File: config.mk
export PLATFORM = sky130hd
export DESIGN_NAME = shot_record_fifo
export DESIGN_NICKNAME = d
export VERILOG_FILES = /design/src/rtl/shot_pkg.sv /design/src/rtl/shot_fifo_mem.sv /design/src/rtl/shot_record_fifo.sv
export SDC_FILE = /design/constraint.sdc
export NUM_CORES = 1
export LEC_CHECK = 0
export ABC_AREA = 1
export ABC_CLOCK_PERIOD_IN_PS = 4700
export BUFFER_PORTS_ARGS = -buffer_cell sky130_fd_sc_hd__buf_4
export CORE_ASPECT_RATIO = 2
export CORE_MARGIN = 3
export CORE_UTILIZATION = 40
export DETAILED_ROUTE_END_ITERATION = 10
export PLACE_DENSITY = 0.63
export SLEW_MARGIN = 30
export SYNTH_ARGS = -nofsm -noshare
export SYNTH_HDL_FRONTEND = slang
export SYNTH_HIERARCHICAL = 1
export SYNTH_SLANG_ARGS = --single-unit
File: constraint.sdc
create_clock -name clk64M -period 4.7 [get_ports clk64M]
set_clock_uncertainty 0.15 [all_clocks]
set_input_delay 0.47 -clock clk64M [delete_from_list [all_inputs] [get_ports clk64M]]
set_output_delay 0.47 -clock clk64M [all_outputs]
set_load 0.01 [all_outputs]
File: src/rtl/shot_pkg.sv
// Shared types for the shot record FIFO: record layout, byte map, FSM states.
// SHOT_TIMESTAMP_EN adds a 16-bit millisecond timestamp field to each record.
package shot_pkg;

    localparam int SETTLE_CYC = 8;

    localparam logic [3:0] BYTE_NORTH_LO = 4'd0;
    localparam logic [3:0] BYTE_NORTH_HI = 4'd1;
    localparam logic [3:0] BYTE_SOUTH_LO = 4'd2;
    localparam logic [3:0] BYTE_SOUTH_HI = 4'd3;
    localparam logic [3:0] BYTE_EAST_LO  = 4'd4;
    localparam logic [3:0] BYTE_EAST_HI  = 4'd5;
    localparam logic [3:0] BYTE_WEST_LO  = 4'd6;
    localparam logic [3:0] BYTE_WEST_HI  = 4'd7;
    localparam logic [3:0] BYTE_STATUS   = 4'd8;
    localparam logic [3:0] BYTE_TS_LO    = 4'd9;
    localparam logic [3:0] BYTE_TS_HI    = 4'd10;

    typedef enum logic [1:0] {
        ST_IDLE,
        ST_ARMED,
        ST_SETTLE,
        ST_CAPTURE
    } shot_state_e;

    typedef struct packed {
        logic [15:0] north;
        logic [15:0] south;
        logic [15:0] east;
        logic [15:0] west;
        logic [3:0]  seq;
        logic [3:0]  done_mask;
`ifdef SHOT_TIMESTAMP_EN
        logic [15:0] ts;
`endif
    } shot_rec_t;

    // Byte view of a record as firmware sees it through the register map.
    function automatic logic [7:0] rec_byte(input shot_rec_t r, input logic [3:0] idx);
        logic [7:0] b;
        b = 8'h00;
        case (idx)
            BYTE_NORTH_LO: b = r.north[7:0];
            BYTE_NORTH_HI: b = r.north[15:8];
            BYTE_SOUTH_LO: b = r.south[7:0];
            BYTE_SOUTH_HI: b = r.south[15:8];
            BYTE_EAST_LO:  b = r.east[7:0];
            BYTE_EAST_HI:  b = r.east[15:8];
            BYTE_WEST_LO:  b = r.west[7:0];
            BYTE_WEST_HI:  b = r.west[15:8];
            BYTE_STATUS:   b = {r.seq, r.done_mask};
`ifdef SHOT_TIMESTAMP_EN
            BYTE_TS_LO:    b = r.ts[7:0];
            BYTE_TS_HI:    b = r.ts[15:8];
`endif
            default:       b = 8'h00;
        endcase
        return b;
    endfunction

endpackage

File: src/rtl/shot_fifo_mem.sv
// Register FIFO of shot records. Push when full and pop when empty are ignored;
// flush empties the FIFO and wins over a push or pop in the same cycle.
module shot_fifo_mem
    import shot_pkg::*;
#(
    parameter int DEPTH = 4,
    localparam int PTR_W = $clog2(DEPTH)
) (
    input  logic             clk64M,
    input  logic             reset_n,
    input  logic             push,
    input  shot_rec_t        push_rec,
    input  logic             pop,
    input  logic             flush,
    output shot_rec_t        head_rec,
    output logic [PTR_W:0]   level,
    output logic             full,
    output logic             empty
);

    shot_rec_t        mem [DEPTH];
    logic [PTR_W-1:0] wr_ptr;
    logic [PTR_W-1:0] rd_ptr;
    logic             do_push;
    logic             do_pop;

    assign full     = (level == (PTR_W + 1)'(DEPTH));
    assign empty    = (level == '0);
    assign do_push  = push && !full && !flush;
    assign do_pop   = pop && !empty && !flush;
    assign head_rec = mem[rd_ptr];

    // Storage needs no reset: the head is masked by empty downstream.
    always_ff @(posedge clk64M) begin
        if (do_push) begin
            mem[wr_ptr] <= push_rec;
        end
    end

    always_ff @(posedge clk64M or negedge reset_n) begin
        if (!reset_n) begin
            wr_ptr <= '0;
            rd_ptr <= '0;
            level  <= '0;
        end else if (flush) begin
            wr_ptr <= '0;
            rd_ptr <= '0;
            level  <= '0;
        end else begin
            if (do_push) begin
                wr_ptr <= wr_ptr + PTR_W'(1);
            end
            if (do_pop) begin
                rd_ptr <= rd_ptr + PTR_W'(1);
            end
            case ({do_push, do_pop})
                2'b10:   level <= level + (PTR_W + 1)'(1);
                2'b01:   level <= level - (PTR_W + 1)'(1);
                default: level <= level;
            endcase
        end
    end

endmodule

File: src/rtl/shot_record_fifo.sv
// Snapshots the four direction counts into a record FIFO once a shot completes.
// Define SHOT_TIMESTAMP_EN to stamp each record with a free-running ms counter.
module shot_record_fifo
    import shot_pkg::*;
#(
    parameter int DEPTH = 4,
    parameter int TIMEOUT_CYC = 524288,
    localparam int PTR_W = $clog2(DEPTH)
) (
    input  logic             clk64M,
    input  logic             reset_n,
    input  logic [3:0]       run,
    input  logic [15:0]      count_north,
    input  logic [15:0]      count_south,
    input  logic [15:0]      count_east,
    input  logic [15:0]      count_west,
    input  logic             flush,
    input  logic [3:0]       rd_byte,
    input  logic             rd_pop,
    output logic [7:0]       rd_data,
    output logic [PTR_W:0]   fifo_level,
    output logic             shot_avail,
    output logic             overflow
);

    localparam int TMO_W = $clog2(TIMEOUT_CYC + 1);
    localparam logic [TMO_W-1:0] TMO_LOAD = TMO_W'(TIMEOUT_CYC - 1);
    localparam int SET_W = $clog2(SETTLE_CYC);
    localparam logic [SET_W-1:0] SETTLE_LAST = SET_W'(SETTLE_CYC - 1);

    logic [3:0]       run_q1, run_q2, run_q3;
    logic [3:0]       rise, fall;
    shot_state_e      state;
    logic [3:0]       done_mask, rose_mask, pend_mask, seq;
    logic [3:0]       done_nxt, rose_nxt, arm_mask;
    logic             all_fallen;
    logic [TMO_W-1:0] tmo_cnt;
    logic [SET_W-1:0] settle_cnt;
    logic             push;
    shot_rec_t        cap_rec;
    shot_rec_t        head_rec;
    logic             fifo_full, fifo_empty;

    // run comes from the clk8M domain; two flops then one more for edges.
    always_ff @(posedge clk64M or negedge reset_n) begin
        if (!reset_n) begin
            run_q1 <= '0;
            run_q2 <= '0;
            run_q3 <= '0;
        end else begin
            run_q1 <= run;
            run_q2 <= run_q1;
            run_q3 <= run_q2;
        end
    end

    assign rise       = run_q2 & ~run_q3;
    assign fall       = ~run_q2 & run_q3;
    assign done_nxt   = done_mask | fall;
    assign rose_nxt   = rose_mask | rise;
    assign all_fallen = ((rose_nxt & ~done_nxt) == 4'h0);
    // A rise that arrived while settling only counts if the channel is still high.
    assign arm_mask   = rise | (pend_mask & run_q2);

    always_ff @(posedge clk64M or negedge reset_n) begin
        if (!reset_n) begin
            state      <= ST_IDLE;
            done_mask  <= '0;
            rose_mask  <= '0;
            pend_mask  <= '0;
            tmo_cnt    <= '0;
            settle_cnt <= '0;
            seq        <= '0;
        end else begin
            case (state)
                ST_IDLE: begin
                    pend_mask <= '0;
                    if (arm_mask != 4'h0) begin
                        state     <= ST_ARMED;
                        done_mask <= '0;
                        rose_mask <= arm_mask;
                        tmo_cnt   <= TMO_LOAD;
                    end
                end
                ST_ARMED: begin
                    done_mask <= done_nxt;
                    rose_mask <= rose_nxt;
                    if (tmo_cnt != '0) begin
                        tmo_cnt <= tmo_cnt - TMO_W'(1);
                    end
                    if ((tmo_cnt == '0) || (all_fallen && (run_q2 == 4'h0))) begin
                        state      <= ST_SETTLE;
                        settle_cnt <= '0;
                    end
                end
                ST_SETTLE: begin
                    pend_mask <= pend_mask | rise;
                    if (settle_cnt == SETTLE_LAST) begin
                        state <= ST_CAPTURE;
                    end else begin
                        settle_cnt <= settle_cnt + SET_W'(1);
                    end
                end
                ST_CAPTURE: begin
                    pend_mask <= pend_mask | rise;
                    seq       <= seq + 4'd1;
                    state     <= ST_IDLE;
                end
                default: state <= ST_IDLE;
            endcase
        end
    end

    assign push = (state == ST_CAPTURE);

`ifdef SHOT_TIMESTAMP_EN
    localparam logic [15:0] MS_PRESCALE_LAST = 16'd63999;
    logic [15:0] pre_cnt;
    logic [15:0] ms_cnt;

    always_ff @(posedge clk64M or negedge reset_n) begin
        if (!reset_n) begin
            pre_cnt <= '0;
            ms_cnt  <= '0;
        end else if (pre_cnt == MS_PRESCALE_LAST) begin
            pre_cnt <= '0;
            ms_cnt  <= ms_cnt + 16'd1;
        end else begin
            pre_cnt <= pre_cnt + 16'd1;
        end
    end
`endif

    always_comb begin
        cap_rec           = '0;
        cap_rec.north     = count_north;
        cap_rec.south     = count_south;
        cap_rec.east      = count_east;
        cap_rec.west      = count_west;
        cap_rec.seq       = seq;
        cap_rec.done_mask = done_mask;
`ifdef SHOT_TIMESTAMP_EN
        cap_rec.ts        = ms_cnt;
`endif
    end

    shot_fifo_mem #(
        .DEPTH (DEPTH)
    ) u_mem (
        .clk64M   (clk64M),
        .reset_n  (reset_n),
        .push     (push),
        .push_rec (cap_rec),
        .pop      (rd_pop),
        .flush    (flush),
        .head_rec (head_rec),
        .level    (fifo_level),
        .full     (fifo_full),
        .empty    (fifo_empty)
    );

    always_ff @(posedge clk64M or negedge reset_n) begin
        if (!reset_n) begin
            overflow <= 1'b0;
        end else if (flush) begin
            overflow <= 1'b0;
        end else if (push && fifo_full) begin
            overflow <= 1'b1;
        end
    end

    assign shot_avail = !fifo_empty;
    assign rd_data    = fifo_empty ? 8'h00 : rec_byte(head_rec, rd_byte);

endmodule
==> results.py, run 1 <==
metrics = {
    "outcome": {
        "status": "finished clean",
    },
    "setup_path": {
        "reg2reg_to": "u_mem/mem[0][8]",
        "path_cells": "inv_4 -> buf_12 -> o21ai_1 -> o22ai_1 -> nand2_1 -> nand4_1 -> nor2_1 -> nand2_1 -> nand2_1 -> inv_1 -> buf_4",
        "cp.required_ns": 4.08,
        "cpMostUsedCell": "nand2_1",
        "cp_slowest_cell": "dfrtp_4",
        "end_kind": "output pin",
        "r2r_slack_ns": 1.86,
        "arrival_ns": 2.99,
        "ff2ff_path_depth": 6,
        "path_max_fanout": 63,
        "start_kind": "register",
        "critPathKind": "reg -> out",
        "r2r_start": "state[0]",
        "cpPeakStageDelay_ns": 0.50,
        "crit_buf_inv": 4,
        "crit_family": "buffers and inverters",
    },
    "synthesis": {
        "synth_cell_type_count": 45,
        "ys_ff_latch": 349,
        "async_flop_share_pct": 17.5,
        "netlist_area_mm2": 0.0149,
        "synthCells": 1306,
        "yosysWarnings": 6,
        "synth-edff-count": 288,
        "ys_seq_area_share_pct": 68.5,
        "syn_nets": 1397,
        "avgSynthCellArea_um2": 11.4,
        "yosys_most_used_dff": "edfxtp_1",
    },
    "power_and_ir_drop": {
        "ir_drop_v": 0.000297,
        "p_seq_share_pct": 44.1,
        "p_sw_mw": 2.93,
        "combPwrFrac_pct": 26.1,
        "swShare_pct": 32.8,
        "leakagePower_nw": 6.72,
        "powerDensity_mw_per_mm2": 502,
        "internal_power_mw": 5.99,
        "p_clk_share_pct": 29.8,
    },
    "grt": {
        "grt_util_met3_pct": 1.97,
        "antenna_found_initial": 0,
        "grtUsageTotal_pct": 18.0,
        "grt_first_pass_wirelength_mm": 55.5,
        "grt_pass1_vias": 10138,
        "met1_usage_pct": 18.8,
        "grt_overflow": 0,
        "busiest_layer": "met2",
        "grt_max_degree": 146,
        "grt_use_met2_pct": 35.2,
    },
    "layout": {
        "instances_no_fill": 1933,
        "largest_reg_flops": 288,
        "fin_nets": 1545,
        "largest_register": "u_mem/mem",
        "drive_gt1_share_pct": 15.3,
        "antenna_cells": 0,
        "top_regs": "u_mem/mem (288), tmo_cnt (20)",
        "area_growth_pct": 19.6,
    },
    "routing": {
        "ant_nets": 0,
        "wl_mm": 36.0,
        "drt-wirelength-per-cell_um": 18.6,
        "drt-pass1-iter-count": 5,
        "num_vias": 10070,
        "drc": 0,
        "viasPerCell": 5.21,
        "first_iter_violations": 567,
    },
    "clock_tree": {
        "cts_root_buffer": "clkbuf_16",
        "numCtsBuffers": 31,
        "cts_resized": 0,
        "clkLatencyLatePin_ns": 0.58,
        "cts_sinks": 349,
        "post_cts_buffers": 0,
        "cts_tree": "yes",
        "clkSlewWorstSetupHoldPaths_ns": 0.07,
        "clk_path_buf_depth": 3,
        "htree_levels": 1,
    },
    "run": {
        "maxCapViolCount": 0,
    },
    "hold_path": {
        "worst_hold_path.endpoint": "u_mem/rd_ptr[0]",
        "min_path_cells": 3,
        "worstHoldPathType": "in -> reg",
        "holdCritStartpoint": "rd_pop",
    },
    "floorplanning": {
        "rows": 99,
        "ios": 89,
        "dieWidth_um": 142,
        "die-area_mm2": 0.0397,
        "die_h_um": 279,
        "start_util_pct": 40.7,
        "core_area_mm2": 0.0365,
    },
    "placement": {
        "dp_cells": 1805,
        "port_buffers": 88,
        "dp.final_hpwl_mm": 23.3,
        "place.gp.congestion": 0.865,
    },
    "timing": {
        "period_share_pct": 76.9,
        "rsz0062_at_grt": "false",
        "timing.slew.headroom_pct": 43.8,
        "tns_ns": 0,
        "finalMaxSlewViolations": 0,
        "worst_slew_pin_slew_ns": 0.842,
        "final_hold_viol_count": 0,
        "setup_viol": 0,
        "fmax_mhz": 277,
        "fin_crit_ns": 3.61,
    },
}
-- cell type report --
class	instances	area [um2]
inverter	95	373
timing repair buffer	168	1520
multi-input combinational	809	4060
tap	454	568
sequential	349	10200
clock buffer	36	795
clock inverter	22	280
fill	3186	18800
-- metrics by stage --
step | total power, mW | worst slack, ns | cell area [um2] | hold WS [ns] | utilization [%]
after floorplan | 5.63 | -0.0142 | 14900 | 0.0244 | -
after global placement | 6.26 | 1.71 | 16000 | 0.184 | 43.8
after detailed placement | 6.31 | 1.71 | 16000 | 0.185 | 43.8
after CTS | 9.03 | 1.06 | 17800 | 0.0638 | 48.7
after global routing | 9.45 | 0.884 | 17800 | 0.0834 | 48.7
final | 8.92 | 1.09 | 17800 | 0.0910 | 48.7
-- per-layer routing --
layer / part of all wire, % / wire length [um]
met5: 0 / 0
met4: 4.3 / 1530
met3: 3.5 / 1280
met2: 57 / 20400
met1: 35 / 12700
-- timing repair --
action,4_1_cts,5_1_grt
setup endpoints to repair,0,0
endpoints found under the hold margin,324,0
hold buffers,70,0
-- kinds of logic after synthesis --
group           count (synthesis)  share of synthesized area, %
fa+ha+maj                      15                          1.31
simple gates                  512                          15.0
buf+inv                       148                          4.44
mux                             1                        0.0758
xor+xnor                        4                         0.236
compound gates                277                          10.5
flops                         349                          68.5
-- Yosys cell counts, types with 2 or more instances --
cell / count / share of area (%)
ha_1: 14 / 1.2
o211ai_1: 2 / 0.10
nand4_1: 8 / 0.34
o21bai_1: 2 / 0.10
xor2_1: 2 / 0.12
nand2_2: 11 / 0.46
o21ai_2: 7 / 0.41
buf_6: 4 / 0.30
xnor2_1: 2 / 0.12
o21ai_0: 152 / 5.1
o21ai_1: 8 / 0.27
nand2_1: 212 / 5.4
or2_2: 8 / 0.34
nand3_1: 41 / 1.4
inv_1: 85 / 2.1
nand3_2: 2 / 0.13
nor2_2: 14 / 0.59
a21oi_1: 17 / 0.57
edfxtp_1: 288 / 58
clkbuf_1: 24 / 0.61
or2_1: 4 / 0.17
a21oi_2: 4 / 0.24
o22ai_1: 82 / 3.5
nor2_1: 195 / 4.9
nor2_4: 6 / 0.45
buf_2: 17 / 0.57
inv_2: 7 / 0.18
nand2_4: 5 / 0.38
buf_4: 7 / 0.35
dfrtp_1: 61 / 10
-- cell usage in the layout (no fill, tap or decap), drive strengths merged --
cell / n
bufinv: 6
inv: 99
or2: 12
o211ai: 2
dlygate4sd3: 70
nand4: 8
o21bai: 2
and3: 1
fa: 1
buf: 98
xor2: 2
edfxtp: 288
nand2: 229
ha: 14
mux2: 1
o21ai: 167
clkinvlp: 1
xnor2: 2
nand3b: 1
clkinv: 11
nor3: 2
dfrtp: 61
clkbuf: 36
nor2: 216
a21boi: 2
o22ai: 82
a21oi: 22
nand3: 43
-- worst min-delay path, cell delays in order --
cell and delay (ns):
buf_4 0.12, nand2_1 0.12, a21oi_1 0.08
-- worst max-delay path by stage --
stage	from	end	slack, ns	cells after the start
after floorplan	state[0]	u_mem/mem[0][0]	-0.01	5
after global placement	u_mem/rd_ptr[0]	rd_data[0]	1.71	11
after CTS	u_mem/rd_ptr[1]	rd_data[1]	1.06	10
after detailed placement	u_mem/rd_ptr[1]	rd_data[1]	1.71	10
after global routing	u_mem/rd_ptr[0]	rd_data[3]	0.88	11
final	u_mem/rd_ptr[0]	rd_data[0]	1.09	11
-- power by group through the flow --
stage	clock, mW	sequential [mW]	combinational, mW
after detailed placement	0	4.00	2.31
after CTS	2.73	3.94	2.36
after global routing	2.85	3.97	2.62
final	2.66	3.93	2.33
after global placement	0	3.99	2.27
after floorplan	0	3.95	1.68
No activity file was read; power rests on OpenSTA's default activity.
==> inputs of run 2 (changes only) <==
--- a/config.mk
+++ b/config.mk
@@ -5,14 +5,14 @@
 export SDC_FILE = /design/constraint.sdc
 export NUM_CORES = 1
 export LEC_CHECK = 0
-export ABC_AREA = 1
-export ABC_CLOCK_PERIOD_IN_PS = 4700
+export ABC_AREA = 0
+export ABC_CLOCK_PERIOD_IN_PS = 3600
 export BUFFER_PORTS_ARGS = -buffer_cell sky130_fd_sc_hd__buf_4
 export CORE_ASPECT_RATIO = 2
 export CORE_MARGIN = 3
 export CORE_UTILIZATION = 40
 export DETAILED_ROUTE_END_ITERATION = 10
-export PLACE_DENSITY = 0.63
+export PLACE_DENSITY = 0.61
 export SLEW_MARGIN = 30
 export SYNTH_ARGS = -nofsm -noshare
 export SYNTH_HDL_FRONTEND = slang
==> constraint.sdc (replaced) <==
create_clock -name clk64M -period 3.6 [get_ports clk64M]
set_clock_uncertainty 0.15 [all_clocks]
set_input_delay 0.36 -clock clk64M [delete_from_list [all_inputs] [get_ports clk64M]]
set_output_delay 0.36 -clock clk64M [all_outputs]
set_load 0.01 [all_outputs]
==> run 2 against run 1 <==
Effect of this change: synthesized cell count decreased by 37%; non-clock buffer count increased by 13; sequential share of layout area increased by 0.74 points; clock power increased by 31%; count of clock-buffer cells in the layout decreased by 4; synthesized area decreased by 3.2%; total power increased by 27%; register-to-register slack got worse by 1.0 ns; sequential power increased by 28%; critical path depth decreased by 3; critical endpoint is now rd_data[2]; largest power group unchanged.
==> results.py, run 2 <==
metrics = {
    "setup_path": {
        "r2r_start": "tmo_cnt[14]",
        "arrival_ns": 2.96,
        "critPathKind": "reg -> out",
        "r2r_slack_ns": 0.85,
        "crit_start": "u_mem/rd_ptr[0]",
        "cp.required_ns": 3.09,
        "start_kind": "register",
        "path_max_fanout": 11,
        "end_kind": "output pin",
    },
    "synthesis": {
        "netlist_area_mm2": 0.0144,
        "syn_nets": 913,
        "synthTopCellsByArea": "edfxtp_1 (60%), mux4_2 (12%), dfrtp_1 (11%), nor2_1 (1.2%), ha_1 (1.2%)",
        "yosys_most_used_dff": "edfxtp_1",
        "yosysWarnings": 6,
        "synth_top_area_cell": "edfxtp_1",
        "synth_cell_type_count": 71,
        "ys_ff_latch": 349,
        "synth_top_area_share_pct": 60.1,
        "synth-edff-count": 288,
        "synthCells": 822,
        "post-synth-top-count-cell": "edfxtp_1",
        "synthTopCellsByCount": "edfxtp_1 (288), mux4_2 (76), dfrtp_1 (61), nor2_1 (47), nand2_1 (30)",
        "avgSynthCellArea_um2": 17.5,
        "async_flop_share_pct": 17.5,
        "ys_seq_area_share_pct": 70.7,
    },
    "routing": {
        "drt-wirelength-per-cell_um": 21.9,
        "drt-pass1-iter-count": 5,
        "wl_mm": 32.1,
        "viasPerCell": 5.43,
        "drc": 0,
        "num_vias": 7960,
        "ant_nets": 0,
        "first_iter_violations": 444,
    },
    "floorplanning": {
        "start_util_pct": 40.7,
        "core_area_mm2": 0.0353,
        "die_h_um": 274,
        "die-area_mm2": 0.0384,
        "ios": 89,
        "rows": 97,
        "dieWidth_um": 140,
    },
    "clock_tree": {
        "clkSlewWorstSetupHoldPaths_ns": 0.07,
        "clk_path_buf_depth": 3,
        "cts_root_buffer": "clkbuf_16",
        "htree_levels": 1,
        "clkLatencyLatePin_ns": 0.56,
        "cts_tree": "yes",
        "numCtsBuffers": 30,
        "cts_sinks": 349,
    },
    "layout": {
        "drive_gt1_share_pct": 25.8,
        "regArea_mm2": 0.0102,
        "instances_no_fill": 1465,
        "mostFrequentLayoutCell": "edfxtp_1",
        "final_cell_mix": "edfxtp_1 (288), buf_4 (97), mux4_2 (76), dlygate4sd3_1 (71), dfrtp_1 (59)",
        "fin_nets": 1087,
        "fillers": 2892,
        "area_growth_pct": 22.0,
        "fin_area_mm2": 0.0176,
        "largest_register": "u_mem/mem",
        "top_regs": "u_mem/mem (288), tmo_cnt (20)",
        "multi_input_area_mm2": 0.00395,
        "largest_reg_flops": 288,
        "antenna_cells": 0,
    },
    "timing": {
        "timing.slew.headroom_pct": 45.8,
        "worst_slew_pin_slew_ns": 0.813,
        "finalMaxSlewViolations": 0,
        "fin_crit_ns": 3.47,
        "setup_viol": 0,
        "fmax_mhz": 288,
        "fin_ws_ns": 0.129,
        "timing.hold.ws_ns": 0.199,
        "period_share_pct": 96.4,
        "final_hold_viol_count": 0,
    },
    "placement": {
        "dp.final_hpwl_mm": 21.1,
        "port_buffers": 88,
        "dp_cells": 1333,
        "place.gp.congestion": 0.826,
        "place_area_mm2": 0.0157,
        "place_ws_ns": 0.420,
    },
    "grt": {
        "grt_first_pass_wirelength_mm": 49.9,
        "grt_max_degree": 73,
        "antenna_found_initial": 0,
        "grtUsageTotal_pct": 16.9,
        "grt_overflow": 0,
        "grt_pass1_vias": 8691,
    },
    "power_and_ir_drop": {
        "ir_drop_v": 0.000357,
        "powerDensity_mw_per_mm2": 643,
        "leakagePower_nw": 5.97,
    },
    "outcome": {
        "status": "finished clean",
    },
    "hold_path": {
        "holdCritStartpoint": "run_q1[2]",
        "worstHoldPathType": "reg -> reg",
    },
    "run": {
        "maxCapViolCount": 0,
    },
}
## run 2: layout make-up
class / instances / area share [%]
flip-flops and latches: 349 / 58.0
multi-input cells: 410 / 22.5
repair buffers: 181 / 9.69
clock buffers: 32 / 4.44
well taps: 445 / 3.17
clock inverters: 24 / 1.70
inverters: 24 / 0.513
## run 2: power by group
part / leakage [nW] / internal [mW] / switching, mW
Combinational: 2.15 / 1.32 / 1.44
Sequential: 3.29 / 4.81 / 0.234
Clock: 0.530 / 2.02 / 1.47
## run 2: per-stage QoR
stage | power, mW | util [%] | TNS, ns
6_report | 11.3 | 49.7 | 0
5_1_grt | 11.8 | 49.7 | -0.00947
4_1_cts | 11.4 | 49.6 | 0
3_5_place_dp | 7.78 | 44.4 | 0
3_3_place_gp | 7.73 | 44.4 | 0
2_1_floorplan | 6.90 | - | 0
## run 2: what timing repair did
| item | CTS | global route |
|---|---|---|
| buffers inserted | 4 | 0 |
| endpoints found under the setup margin | 8 | 2 |
| hold buffers | 71 | 0 |
| resized for setup | 2 | 1 |
| gates cloned | 0 | 1 |
| hold endpoints to repair | 329 | 0 |
## run 2: worst max-delay path: stages, from the launching register on
cell	delay (ns)
dfrtp_4	0.43
buf_12	0.17
mux4_2	0.52
mux4_2	0.52
a22oi_1	0.20
nor2_1	0.10
a211oi_2	0.22
nor2_1	0.08
buf_4	0.16
## run 2: per-layer routing
metal  wire (um)  up-vias  part of all wire (%)  track usage (%)
met3        1300       55                   4.0             1.99
li1            -     3636                     -                -
met2       18100      192                    56             32.1
met5           0        -                     0                0
met4        1280        0                   4.0             7.27
met1       11500     4077                    36             18.7
## run 2: final timing paths
check | end | cells past startpoint
worst min register to register | run_q2[2] | 0
worst max-delay path | rd_data[2] | 8
worst min-delay path | run_q2[2] | 0
max in group asynchronous | u_mem/rd_ptr[1] | 2
min in group asynchronous | run_q1[3] | 2
worst max register to register | tmo_cnt[16] | 5
## run 2: cell families after synthesis
family / share of synthesized area [%]
AOI/OAI and AO/OA: 5.36
xor gates and xnor gates: 0.487
adders and majority gates: 1.36
buffers and inverters: 1.98
DFF: 70.7
muxes: 13.4
and+or+nand+nor: 6.72
==> inputs of run 3 (changes only) <==
--- a/config.mk
+++ b/config.mk
@@ -9,7 +9,6 @@
 export ABC_CLOCK_PERIOD_IN_PS = 3600
 export BUFFER_PORTS_ARGS = -buffer_cell sky130_fd_sc_hd__buf_4
 export CORE_ASPECT_RATIO = 2
-export CORE_MARGIN = 3
 export CORE_UTILIZATION = 40
 export DETAILED_ROUTE_END_ITERATION = 10
 export PLACE_DENSITY = 0.61
@@ -18,3 +17,4 @@
 export SYNTH_HDL_FRONTEND = slang
 export SYNTH_HIERARCHICAL = 1
 export SYNTH_SLANG_ARGS = --single-unit
+export TNS_END_PERCENT = 50
==> run 3 against run 2 <==
Effect of this change: utilization increased by 0.15 points; global-route usage grew 0.88 points; sequential power barely moved; cell count is 0.14% higher; non-clock buffer count rose by 3; count of clock-buffer cells in the layout grew 3; routed wire length fell by 1.4%; die area is 4.3% lower; combinational power barely moved; via count barely moved; critical path type unchanged; largest power group unchanged; highest routed layer unchanged.
==> results.py, run 3 (synthesized netlist as in run 2, its figures left out) <==
metrics = {
    "layout": {
        "fin_nets": 1090,
        "fin_util_pct": 49.9,
        "antenna_cells": 0,
        "top_regs": "u_mem/mem (288), tmo_cnt (20)",
        "drive_gt1_share_pct": 25.8,
        "largest_reg_flops": 288,
        "final_cell_mix": "edfxtp_1 (288), buf_4 (104), mux4_2 (76), dlygate4sd3_1 (71), dfrtp_1 (59)",
        "mostFrequentLayoutCell": "edfxtp_1",
        "largest_register": "u_mem/mem",
        "fin_area_mm2": 0.0175,
        "area_growth_pct": 22.0,
    },
    "setup_path": {
        "critPathKind": "reg -> out",
        "cp.required_ns": 3.09,
        "start_kind": "register",
        "end_kind": "output pin",
        "path_max_fanout": 6,
        "arrival_ns": 2.97,
    },
    "routing": {
        "drt-wirelength-per-cell_um": 21.6,
        "num_vias": 7967,
        "drc": 0,
        "viasPerCell": 5.43,
        "wl_mm": 31.7,
        "first_iter_violations": 498,
        "ant_nets": 0,
        "drt-pass1-iter-count": 5,
    },
    "clock_tree": {
        "clkSlewWorstSetupHoldPaths_ns": 0.07,
        "clkLatencyLatePin_ns": 0.57,
        "htree_levels": 1,
        "numCtsBuffers": 30,
        "cts_sinks": 349,
        "cts_root_buffer": "clkbuf_16",
        "cts_tree": "yes",
        "clk_path_buf_depth": 3,
    },
    "placement": {
        "place_area_mm2": 0.0156,
        "port_buffers": 88,
        "dp.final_hpwl_mm": 20.6,
        "place.gp.congestion": 0.788,
    },
    "power_and_ir_drop": {
        "ir_drop_v": 0.000375,
        "internal_power_mw": 8.29,
        "combPwrFrac_pct": 24.0,
        "p_sw_mw": 3.10,
        "leakagePower_nw": 5.97,
        "p_seq_share_pct": 44.4,
        "p_clk_share_pct": 31.7,
        "powerDensity_mw_per_mm2": 649,
        "swShare_pct": 27.2,
    },
    "timing": {
        "timing.slew.headroom_pct": 45.0,
        "period_share_pct": 96.5,
        "final_hold_viol_count": 0,
        "worst_slew_pin_slew_ns": 0.819,
        "finalMaxSlewViolations": 0,
        "setup_viol": 0,
        "fin_crit_ns": 3.48,
        "fmax_mhz": 288,
    },
    "floorplanning": {
        "core_area_mm2": 0.0352,
        "die-area_mm2": 0.0368,
        "rows": 97,
        "dieWidth_um": 136,
        "die_h_um": 270,
        "start_util_pct": 40.9,
        "ios": 89,
    },
    "grt": {
        "grtUsageTotal_pct": 17.8,
        "antenna_found_initial": 0,
        "grt_first_pass_wirelength_mm": 48.8,
        "grt_overflow": 0,
        "grt_pass1_vias": 8474,
        "grt_max_degree": 73,
    },
    "outcome": {
        "status": "finished clean",
    },
    "run": {
        "maxCapViolCount": 0,
    },
    "hold_path": {
        "worstHoldPathType": "reg -> reg",
    },
}
[run 3: cell types whose count changed in the layout (fill, tap and decap cells not counted), moves of 2 or more]
cell / delta
clkinv_1: -2
a21oi_2: -2
clkinv_4: -3
clkbuf_1: +2
a21oi_1: +2
inv_6: -4
buf_4: +7
buf_8: -2
bufinv_16: +2
clkinvlp_4: +2
[run 3: worst max-delay path, cell delays in order (launching register included)]
cell	delay, ns
dfrtp_4	0.44
buf_4	0.18
buf_6	0.16
mux4_2	0.51
mux4_2	0.54
nand2_1	0.09
a21oi_1	0.09
a21oi_1	0.18
nor2_1	0.06
buf_4	0.15
[run 3: final timing paths]
check	startpoint	endpoint	slack [ns]	cells past startpoint
max in group asynchronous	reset_n	u_mem/rd_ptr[1]	2.37	2
worst max-delay path	u_mem/rd_ptr[0]	rd_data[7]	0.12	9
min in group asynchronous	reset_n	run_q3[1]	0.28	2
worst min-delay path	run_q1[1]	run_q2[1]	0.20	0
worst max register to register	tmo_cnt[14]	tmo_cnt[12]	0.82	5
worst min register to register	run_q1[1]	run_q2[1]	0.20	0
[run 3: power by group through the flow]
stage / clock, mW / combinational, mW / sequential (mW)
after floorplan: 0 / 1.84 / 5.06
after CTS: 3.69 / 2.73 / 5.08
after detailed placement: 0 / 2.58 / 5.19
after global placement: 0 / 2.55 / 5.17
after global routing: 3.84 / 2.98 / 5.10
final: 3.61 / 2.73 / 5.05
[run 3: per-stage QoR]
step	total power, mW	hold slack (ns)	TNS (ns)	worst slack [ns]	instances
2_1_floorplan	6.90	-0.0856	0	0.00221	822
3_3_place_gp	7.73	0.184	0	0.443	1335
3_5_place_dp	7.77	0.186	0	0.434	1335
4_1_cts	11.5	0.201	0	0.000680	1464
5_1_grt	11.9	0.206	-0.00221	-0.00221	1467
6_report	11.4	0.203	0	0.124	1467
[run 3: timing repair]
| item | CTS | global route |
|---|---|---|
| resized for setup | 1 | 3 |
| hold endpoints to repair | 329 | 0 |
| hold buffers | 71 | 0 |
| setup buffers | 3 | 3 |
| endpoints found under the setup margin | 6 | 6 |
[run 3: layer usage]
metal	wire length [um]	GRT usage, %	up-vias	share of wire, %
met4	856	5.94	0	2.7
met3	1270	1.97	49	4.0
li1	-	-	3642	-
met5	0	0	-	0
met1	11300	19.8	4092	36
met2	18300	34.0	184	58
[run 3: area by class of cell]
cell class / instances / area (um2)
clock buffers: 35 / 801
clock inverters: 20 / 310
fillers: 2928 / 17600
inverters: 24 / 90.1
multi-input cells: 410 / 3950
flip-flops and latches: 349 / 10200
well taps: 445 / 557
repair buffers: 184 / 1660
